<file path="config.mk">
export PLATFORM = sky130hd
export DESIGN_NAME = uart_hex_tx_flat
export DESIGN_NICKNAME = d
export VERILOG_FILES = /design/src/rtl/toy_pkg.sv /design/src/rtl/uart_hex_tx_if.sv /design/src/rtl/word_fifo.sv /design/src/rtl/uart_hex_tx.sv /design/src/flat_wrapper.sv
export SDC_FILE = /design/constraint.sdc
export NUM_CORES = 1
export LEC_CHECK = 0
export BUFFER_PORTS_ARGS = -buffer_cell sky130_fd_sc_hd__buf_2
export CORE_UTILIZATION = 28
export DETAILED_ROUTE_END_ITERATION = 6
export HOLD_SLACK_MARGIN = 0.02
export SLEW_MARGIN = 20
export SYNTH_ARGS = -nofsm -noshare
export SYNTH_HDL_FRONTEND = slang
export SYNTH_SLANG_ARGS = --single-unit
export TNS_END_PERCENT = 10
</file>
<file path="constraint.sdc">
create_clock -name clk_i -period 4.3 [get_ports clk_i]
set_input_delay 0.645 -clock clk_i [delete_from_list [all_inputs] [get_ports clk_i]]
set_output_delay 0.645 -clock clk_i [all_outputs]
set_load 0.01 [all_outputs]
</file>
<file path="src/rtl/toy_pkg.sv">
// Shared TOY types, ASCII constants and hex helpers for the word-to-ASCII formatter.
// Build option UART_HEX_CRLF_EN selects a CR+LF terminator; without it lines end in LF only.
package toy_pkg;

   typedef logic [15:0] word_t;

   localparam logic [7:0] ASCII_CR = 8'h0D;
   localparam logic [7:0] ASCII_LF = 8'h0A;
   localparam logic [7:0] ASCII_0  = 8'h30;
   localparam logic [7:0] ASCII_A  = 8'h41;

`ifdef UART_HEX_CRLF_EN
   typedef enum logic [1:0] {
      ST_IDLE  = 2'd0,
      ST_DIGIT = 2'd1,
      ST_CR    = 2'd2,
      ST_LF    = 2'd3
   } hex_tx_state_e;
`else
   typedef enum logic [1:0] {
      ST_IDLE  = 2'd0,
      ST_DIGIT = 2'd1,
      ST_LF    = 2'd3
   } hex_tx_state_e;
`endif

   function automatic logic [7:0] hex_ascii(input logic [3:0] value);
      logic [7:0] code;
      if (value < 4'd10) begin
         code = ASCII_0 + {4'h0, value};
      end else begin
         code = ASCII_A + ({4'h0, value} - 8'd10);
      end
      return code;
   endfunction

   function automatic logic [3:0] nibble_sel(input word_t w, input logic [1:0] idx);
      return w[{idx, 2'b00} +: 4];
   endfunction

endpackage

</file>
<file path="src/rtl/uart_hex_tx_if.sv">
// Word-in / byte-out handshake bundle for uart_hex_tx; slave is the formatter side.
interface uart_hex_tx_if;
   import toy_pkg::*;

   logic       word_val_i;
   word_t      word_i;
   logic       word_rdy_o;
   logic       out_val_o;
   logic [7:0] out_data_o;
   logic       out_rdy_i;
   logic       busy_o;

   modport master (
      output word_val_i, word_i, out_rdy_i,
      input  word_rdy_o, out_val_o, out_data_o, busy_o
   );

   modport slave (
      input  word_val_i, word_i, out_rdy_i,
      output word_rdy_o, out_val_o, out_data_o, busy_o
   );

endinterface

</file>
<file path="src/rtl/word_fifo.sv">
// Small synchronous FIFO for TOY words; full/empty come straight from registered occupancy.
module word_fifo
   import toy_pkg::*;
#(
   parameter int DEPTH = 4,
   parameter int WIDTH = $bits(word_t)
)
(
   input  logic             clk_i,
   input  logic             srst_i,
   input  logic             push,
   input  logic [WIDTH-1:0] wr_data,
   input  logic             pop,
   output logic [WIDTH-1:0] rd_data,
   output logic             full,
   output logic             empty
);

   localparam int             AW       = $clog2(DEPTH);
   localparam logic [AW-1:0]  PTR_ONE  = AW'(1'b1);
   localparam logic [AW:0]    CNT_ONE  = (AW+1)'(1'b1);
   localparam logic [AW:0]    FULL_CNT = (AW+1)'(DEPTH);

   logic [WIDTH-1:0] mem_r [DEPTH];
   logic [AW-1:0]    wr_ptr_r;
   logic [AW-1:0]    rd_ptr_r;
   logic [AW:0]      count_r;
   logic             push_ok_s;
   logic             pop_ok_s;

   // A push while full is dropped even when a pop frees a slot in the same cycle.
   assign full      = (count_r == FULL_CNT);
   assign empty     = (count_r == {(AW+1){1'b0}});
   assign push_ok_s = push & ~full;
   assign pop_ok_s  = pop & ~empty;
   assign rd_data   = mem_r[rd_ptr_r];

   // Storage array write port.
   always_ff @(posedge clk_i) begin
      if (push_ok_s) begin
         mem_r[wr_ptr_r] <= wr_data;
      end
   end

   // Pointer and occupancy bookkeeping.
   always_ff @(posedge clk_i) begin
      if (srst_i) begin
         wr_ptr_r <= {AW{1'b0}};
         rd_ptr_r <= {AW{1'b0}};
         count_r  <= {(AW+1){1'b0}};
      end else begin
         if (push_ok_s) begin
            wr_ptr_r <= wr_ptr_r + PTR_ONE;
         end
         if (pop_ok_s) begin
            rd_ptr_r <= rd_ptr_r + PTR_ONE;
         end
         case ({push_ok_s, pop_ok_s})
            2'b10:   count_r <= count_r + CNT_ONE;
            2'b01:   count_r <= count_r - CNT_ONE;
            default: count_r <= count_r;
         endcase
      end
   end

endmodule

</file>
<file path="src/rtl/uart_hex_tx.sv">
// Formats buffered 16-bit TOY words as four uppercase hex digits plus a line terminator.
// UART_HEX_CRLF_EN defined: CR+LF terminator; undefined: LF only.
module uart_hex_tx
   import toy_pkg::*;
#(
   parameter int DEPTH = 4
)
(
   input  logic         clk_i,
   input  logic         srst_i,
   uart_hex_tx_if.slave bus
);

   hex_tx_state_e state_r;
   hex_tx_state_e state_nxt_s;
   word_t         word_r;
   word_t         word_nxt_s;
   word_t         fifo_head_s;
   logic [1:0]    idx_r;
   logic [1:0]    idx_nxt_s;
   logic          out_val_r;
   logic          out_val_nxt_s;
   logic [7:0]    out_data_r;
   logic [7:0]    out_data_nxt_s;
   logic          fifo_full_s;
   logic          fifo_empty_s;
   logic          pop_s;

   word_fifo #(
      .DEPTH (DEPTH),
      .WIDTH ($bits(word_t))
   ) u_fifo (
      .clk_i   (clk_i),
      .srst_i  (srst_i),
      .push    (bus.word_val_i),
      .wr_data (bus.word_i),
      .pop     (pop_s),
      .rd_data (fifo_head_s),
      .full    (fifo_full_s),
      .empty   (fifo_empty_s)
   );

   // Next state and next output byte; each byte is loaded together with the state that owns it.
   always_comb begin
      state_nxt_s    = state_r;
      word_nxt_s     = word_r;
      idx_nxt_s      = idx_r;
      out_val_nxt_s  = out_val_r;
      out_data_nxt_s = out_data_r;
      pop_s          = 1'b0;
      case (state_r)
         ST_IDLE: begin
            if (!fifo_empty_s) begin
               pop_s          = 1'b1;
               word_nxt_s     = fifo_head_s;
               idx_nxt_s      = 2'd3;
               state_nxt_s    = ST_DIGIT;
               out_val_nxt_s  = 1'b1;
               out_data_nxt_s = hex_ascii(nibble_sel(fifo_head_s, 2'd3));
            end else begin
               out_val_nxt_s  = 1'b0;
            end
         end
         ST_DIGIT: begin
            if (bus.out_rdy_i) begin
               if (idx_r == 2'd0) begin
`ifdef UART_HEX_CRLF_EN
                  state_nxt_s    = ST_CR;
                  out_data_nxt_s = ASCII_CR;
`else
                  state_nxt_s    = ST_LF;
                  out_data_nxt_s = ASCII_LF;
`endif
               end else begin
                  idx_nxt_s      = idx_r - 2'd1;
                  out_data_nxt_s = hex_ascii(nibble_sel(word_r, idx_r - 2'd1));
               end
            end else begin
               out_val_nxt_s = 1'b1;
            end
         end
`ifdef UART_HEX_CRLF_EN
         ST_CR: begin
            if (bus.out_rdy_i) begin
               state_nxt_s    = ST_LF;
               out_data_nxt_s = ASCII_LF;
            end else begin
               out_val_nxt_s  = 1'b1;
            end
         end
`endif
         ST_LF: begin
            if (bus.out_rdy_i) begin
               state_nxt_s   = ST_IDLE;
               out_val_nxt_s = 1'b0;
            end else begin
               out_val_nxt_s = 1'b1;
            end
         end
         default: begin
            state_nxt_s   = ST_IDLE;
            out_val_nxt_s = 1'b0;
         end
      endcase
   end

   // State, word, digit index and output byte registers; reset abandons any partial line.
   always_ff @(posedge clk_i) begin
      if (srst_i) begin
         state_r    <= ST_IDLE;
         word_r     <= 16'h0000;
         idx_r      <= 2'd0;
         out_val_r  <= 1'b0;
         out_data_r <= 8'h00;
      end else begin
         state_r    <= state_nxt_s;
         word_r     <= word_nxt_s;
         idx_r      <= idx_nxt_s;
         out_val_r  <= out_val_nxt_s;
         out_data_r <= out_data_nxt_s;
      end
   end

   assign bus.word_rdy_o = ~fifo_full_s;
   assign bus.out_val_o  = out_val_r;
   assign bus.out_data_o = out_data_r;
   assign bus.busy_o     = ~fifo_empty_s | (state_r != ST_IDLE);

endmodule

</file>
<file path="src/flat_wrapper.sv">
// flat-port wrapper written by rule: the top's interface ports become plain ports
module uart_hex_tx_flat import toy_pkg::*;
#(
   parameter int DEPTH = 4
)
  (clk_i, srst_i, bus_word_val_i, bus_word_i, bus_out_rdy_i, bus_word_rdy_o, bus_out_val_o, bus_out_data_o, bus_busy_o);
  uart_hex_tx_if bus_i ();
  input  logic clk_i;
  input  logic srst_i;
  input wire logic [$bits(bus_i.word_val_i)-1:0] bus_word_val_i;
  input wire logic [$bits(bus_i.word_i)-1:0] bus_word_i;
  input wire logic [$bits(bus_i.out_rdy_i)-1:0] bus_out_rdy_i;
  output wire logic [$bits(bus_i.word_rdy_o)-1:0] bus_word_rdy_o;
  output wire logic [$bits(bus_i.out_val_o)-1:0] bus_out_val_o;
  output wire logic [$bits(bus_i.out_data_o)-1:0] bus_out_data_o;
  output wire logic [$bits(bus_i.busy_o)-1:0] bus_busy_o;
  assign bus_i.word_val_i = bus_word_val_i;
  assign bus_i.word_i = bus_word_i;
  assign bus_i.out_rdy_i = bus_out_rdy_i;
  assign bus_word_rdy_o = bus_i.word_rdy_o;
  assign bus_out_val_o = bus_i.out_val_o;
  assign bus_out_data_o = bus_i.out_data_o;
  assign bus_busy_o = bus_i.busy_o;
  uart_hex_tx #(.DEPTH(DEPTH)) u_core (.clk_i(clk_i), .srst_i(srst_i), .bus(bus_i));
endmodule
</file>
==> results of run 1 <==
cells by family after synthesis:
logic type | after synthesis | synth area share, %
fa+ha+maj | 15 | 4.52
other cells | 1 | 0.0869
simple gates | 87 | 9.10
xor+xnor | 11 | 2.23
buf+inv | 35 | 3.60
mux | 25 | 11.6
compound gates | 50 | 7.13
flops | 101 | 61.7
placed cells by master, fill, tap and decap left out, types with 2 or more instances in the layout:
master and count:
edfxtp_1 64, nand3_1 2, mux2i_1 4, o21ai_0 4, ha_1 14, xor2_1 3, buf_4 2, and3_1 4
dfxtp_1 37, a311oi_1 4, nor2_1 14, mux4_2 20, o21ai_1 2, nor3_1 2, xnor2_1 8, a21oi_1 27
nand2_1 49, a21o_1 2, inv_8 4, a211oi_1 3, clkbuf_16 9, or3_1 2, buf_2 29, nand2b_1 4
inv_1 16, nor2b_1 2, nand3b_1 2, o22ai_1 2
registers in the layout, summed over array words and instances (netlist names), named ones only:
signal	cells
u_core.bus.out_data_o	7
u_core.bus.out_val_o	1
u_core.idx_r	2
u_core.state_r	2
u_core.u_fifo.count_r	3
u_core.u_fifo.mem_r	64
u_core.u_fifo.rd_ptr_r	2
u_core.u_fifo.wr_ptr_r	2
u_core.word_r	16
layer usage:
metal	part of all wire [%]	vias up	GRT usage [%]
li1	-	1231	-
met1	48	1248	13.8
met2	48	39	17.9
met3	2.7	8	2.85
met4	1.1	0	3.19
met5	0	-	0
critical path, stage by stage (launching register included):
cell,delay (ns)
dfxtp_1,0.33
nor3_1,0.35
nand2b_1,0.57
inv_2,0.33
ha_1,0.31
inv_1,0.08
fa_1,0.18
xor2_1,0.07
or3_1,0.31
a21oi_1,0.14
worst paths after layout:
kind | startpoint | end | slack [ns] | cells after the start
max | u_core.u_fifo.count_r[0] | u_core.u_fifo.count_r[2] | 1.57 | 9
min | u_core.bus.out_data_o[2] | u_core.bus.out_data_o[2] | 0.45 | 2
max reg2reg | u_core.u_fifo.count_r[0] | u_core.u_fifo.count_r[2] | 1.57 | 9
min reg2reg | u_core.bus.out_data_o[2] | u_core.bus.out_data_o[2] | 0.45 | 2
power by group:
group	internal (mW)	leakage (nW)	switching (mW)
clock network	0.467	0.155	0.383
logic	0.515	0.674	0.708
registers	1.23	0.891	0.102
total	2.22	1.72	1.19
final cells by class:
cell class                      count  area (µm²)
Fill cell                        1494       10200
Sequential cell                   101        2660
Inverter                           17        63.8
Clock inverter                      7        87.6
Tap cell                          188         235
Timing Repair Buffer               31         160
Multi-Input combinational cell    189        1500
Clock buffer                        9         225
==> flow_metrics.env, run 1 <==
export IMPL_slew_headroom_pct=42.8
export IMPL_dpl_hpwl_mm=5.56
export IMPL_status="complete, no violations"
export IMPL_drive_gt1_share_pct=20.3
export IMPL_yosys_top_cells_count="edfxtp_1 (64), nand2_1 (49), dfxtp_1 (37)"
export IMPL_placementRows=45
export IMPL_viasPerCell=4.66
export IMPL_whs_ns=0.453
export IMPL_syn_avg_cell_area_um2=13.3
export IMPL_p_total_mw=3.41
export IMPL_fin_nets=384
export IMPL_critPathKind="reg -> reg"
export IMPL_first_pass_iters=4
export IMPL_synth_cell_types=45
export IMPL_utilization_pct=32.6
export IMPL_yosys_area_top_type="edfxtp_1"
export IMPL_placed_cell_area_mm2=0.00462
export IMPL_finalSetupViolCount=0
export IMPL_cp_arrival_ns=3.00
export IMPL_fmax_mhz=366
export IMPL_final_area_mm2=0.00493
export IMPL_grt_pass1_wl_mm=13.2
export IMPL_overflow=0
export IMPL_synthCells=325
export IMPL_cts_buffer_depth=2
export IMPL_route_detailed_drc=0
export IMPL_fp_coreArea_mm2=0.0151
export IMPL_ys_ff_latch=101
export IMPL_powerDensity_mw_per_mm2=691
export IMPL_die_area_mm2=0.0159
export IMPL_fin_crit_sh_pct=63.5
export IMPL_io_pins=31
export IMPL_synth_edf_count=64
export IMPL_netlist_area_mm2=0.00432
export IMPL_drtAntennaViolNets=0
export IMPL_numCtsBuffers=9
export IMPL_postCtsHoldBufs=0
export IMPL_post_synth_top_count_cell="edfxtp_1"
export IMPL_syn_nets=360
export IMPL_port_buffers=29
export IMPL_cts_resized=0
export IMPL_finalClockSkew_ns=0.0111
export IMPL_synth_flop_cell="edfxtp_1"
export IMPL_slew_violations=0
export IMPL_worst_slew_pin_slew_ns=0.858
export IMPL_drt_iter0_markers=136
export IMPL_rsz0062_at_grt="no"
export IMPL_required_ns=4.57
export IMPL_crit_path_start_kind="flop"
export IMPL_syn_to_final_growth_pct=14.3
export IMPL_num_vias=2526
export IMPL_yosys_top_cells_area="edfxtp_1 (45%), dfxtp_1 (17%), mux4_2 (10%)"
export IMPL_p_leak_nw=1.72
export IMPL_dp_cells=526
export IMPL_seq_area_frac_synth_pct=61.7
export IMPL_die_w_um=126
export IMPL_critical_path_endpoint_type="flop"
export IMPL_fin_cells=542
export IMPL_grt_max_degree=37
export IMPL_cp_max_fo=22
export IMPL_final_setup_tns_ns=0
export IMPL_grt_usage_pct=10.8
export IMPL_hold_path_class="reg -> reg"
export IMPL_route_detailed_wl_per_inst_um=14.8
export IMPL_post_cts_buffers=0
export IMPL_cts_htree_levels=3
export IMPL_insertion_delay_ns=0.34
export IMPL_cts_root_buffer_cell="clkbuf_16"
export IMPL_path_clk_slew_ns=0.07
export IMPL_cts_sinks=101
export IMPL_peakVddDrop_mv=0.258
export IMPL_routed_wl_mm=8.05
export IMPL_synth_top_area_share_pct=44.5
export IMPL_cts_tree="built"
export IMPL_antenna_found_initial=0
export IMPL_async_reset_ff_share_pct=0
export IMPL_chipHeight_um=126
export IMPL_hold_viol=0
export IMPL_period_minus_slack_ns=2.73
export IMPL_grt_pass1_vias=2523
export IMPL_fin_ws_ns=1.57
export IMPL_yosysWarnings=0
export IMPL_place_ws_ns=1.54
export IMPL_drv_cap=0
export IMPL_num_antenna_cells=0
export IMPL_routabilityCongestion=0.763
export IMPL_initial_utilization_pct=28.5
Power figures use the tool's default switching activity.
==> run 2, diff against run 1 <==
clock period = 2.6 ns   (was 4.3 ns; I/O delays follow)
==> run 2 against run 1 <==
Setup slack worse by 1.4 ns. First-iteration DRC count is 3.7% lower. Critical endpoint is now u_core.bus.out_data_o[6]. Die area stayed put.
==> flow_metrics.env, run 2 (synthesized netlist as in run 1, its figures left out) <==
export IMPL_status="complete, no violations"
export IMPL_peakVddDrop_mv=0.328
export IMPL_critical_path_endpoint_type="flop"
export IMPL_route_detailed_drc=0
export IMPL_slew_headroom_pct=53.9
export IMPL_insertion_delay_ns=0.35
export IMPL_worst_slew_pin_slew_ns=0.692
export IMPL_rsz0062_at_grt="no"
export IMPL_cts_buffer_depth=2
export IMPL_viasPerCell=4.65
export IMPL_top_register="u_core.u_fifo.mem_r"
export IMPL_drtAntennaViolNets=0
export IMPL_drv_cap=0
export IMPL_io_pins=31
export IMPL_crit_path_start_kind="flop"
export IMPL_cts_root_buffer_cell="clkbuf_16"
export IMPL_chipHeight_um=126
export IMPL_die_w_um=126
export IMPL_fmax_mhz=417
export IMPL_cp_arrival_ns=2.66
export IMPL_switching_share_pct=34.5
export IMPL_hold_viol=0
export IMPL_post_cts_buffers=0
export IMPL_finalSetupViolCount=0
export IMPL_p_switching_mw=1.98
export IMPL_fin_nets=392
export IMPL_critPathKind="reg -> reg"
export IMPL_whs_ns=0.253
export IMPL_path_clk_slew_ns=0.08
export IMPL_postCtsHoldBufs=0
export IMPL_power_frac_clock_pct=24.5
export IMPL_initial_utilization_pct=28.5
export IMPL_antenna_found_initial=0
export IMPL_routed_wl_mm=7.96
export IMPL_syn_to_final_growth_pct=16.2
export IMPL_final_common_cell="edfxtp_1"
export IMPL_powerDensity_mw_per_mm2=1140
export IMPL_p_int_mw=3.75
export IMPL_drt_iter0_markers=131
export IMPL_largest_reg_flops=64
export IMPL_fp_coreArea_mm2=0.0151
export IMPL_grt_usage_pct=10.8
export IMPL_first_pass_iters=4
export IMPL_slew_violations=0
export IMPL_placementRows=45
export IMPL_period_minus_slack_ns=2.40
export IMPL_route_detailed_wl_per_inst_um=14.5
export IMPL_p_leak_nw=1.77
export IMPL_die_area_mm2=0.0159
export IMPL_grt_pass1_vias=2657
export IMPL_cts_resized=0
export IMPL_finalClockSkew_ns=0.00904
export IMPL_drive_gt1_share_pct=23.2
export IMPL_grt_max_degree=37
export IMPL_numCtsBuffers=9
export IMPL_overflow=0
export IMPL_hold_path_class="in -> reg"
export IMPL_cp_max_fo=4
export IMPL_final_setup_tns_ns=0
export IMPL_port_buffers=29
export IMPL_dpl_hpwl_mm=5.60
export IMPL_cts_sinks=101
export IMPL_layout_common_cells="edfxtp_1 (64), nand2_1 (49), dfxtp_1 (36)"
export IMPL_num_antenna_cells=0
export IMPL_p_total_mw=5.73
export IMPL_power_share_combinational_pct=37.1
export IMPL_grt_pass1_wl_mm=13.1
export IMPL_power_frac_seq_pct=38.4
export IMPL_cts_tree="built"
export IMPL_num_vias=2557
export IMPL_required_ns=2.87
export IMPL_cts_htree_levels=3
export IMPL_fin_crit_sh_pct=92.2
export IMPL_routabilityCongestion=0.817
[run 2: final timing paths]
| kind | startpoint | to | slack [ns] | depth (start not counted) |
|---|---|---|---|---|
| setup / recovery | flop | u_core.bus.out_data_o[6] | 0.20 | 9 |
| hold / removal | bus_word_i[5] | u_core.u_fifo.mem_r[2][5] | 0.25 | 1 |
| setup reg to reg | flop | u_core.bus.out_data_o[6] | 0.20 | 9 |
| hold reg to reg | u_core.bus.out_data_o[0] | u_core.bus.out_data_o[0] | 0.46 | 2 |
[run 2: power by group through the flow]
stage               sequential (mW)  clock [mW]  combinational [mW]
global placement               2.23           0                2.06
CTS                            2.20        1.45                2.13
global route                   2.24        1.50                2.38
floorplan                      2.19           0                1.62
finish                         2.20        1.40                2.13
detailed placement             2.24           0                2.12
[run 2: area by class of cell]
| type | count | area, µm² |
|---|---|---|
| Inverter | 17 | 63.8 |
| Timing Repair Buffer | 39 | 220 |
| Multi-Input combinational cell | 189 | 1510 |
| Tap cell | 188 | 235 |
| Fill cell | 1476 | 10100 |
| Clock inverter | 7 | 95.1 |
| Clock buffer | 9 | 225 |
| Sequential cell | 101 | 2660 |
[run 2: per-layer routing]
| layer | vias up | routed length, µm | GRT usage, % |
|---|---|---|---|
| li1 | 1247 | - | - |
| met1 | 1259 | 3660 | 12.8 |
| met2 | 42 | 3870 | 18.2 |
| met3 | 9 | 318 | 3.48 |
| met4 | 0 | 107 | 4.25 |
| met5 | - | 0 | 0 |
[run 2: stage by stage]
| stage | setup WS (ns) | instance area [µm²] | utilization, % | std cells |
|---|---|---|---|---|
| floorplan | 0.165 | 4320 | - | 325 |
| global placement | 0.189 | 4680 | 30.9 | 534 |
| detailed placement | 0.103 | 4680 | 30.9 | 534 |
| CTS | 0.0903 | 5000 | 33.0 | 550 |
| global route | 0.0624 | 5010 | 33.1 | 550 |
| finish | 0.204 | 5010 | 33.1 | 550 |
[run 2: worst max-delay path, stage by stage (launching register included)]
cell and delay (ns):
dfxtp_2 0.39, mux4_2 0.57, inv_1 0.13, ha_1 0.16
inv_1 0.04, ha_1 0.31, nand3b_1 0.13, a211oi_1 0.32
a311oi_1 0.09, nor3_1 0.18
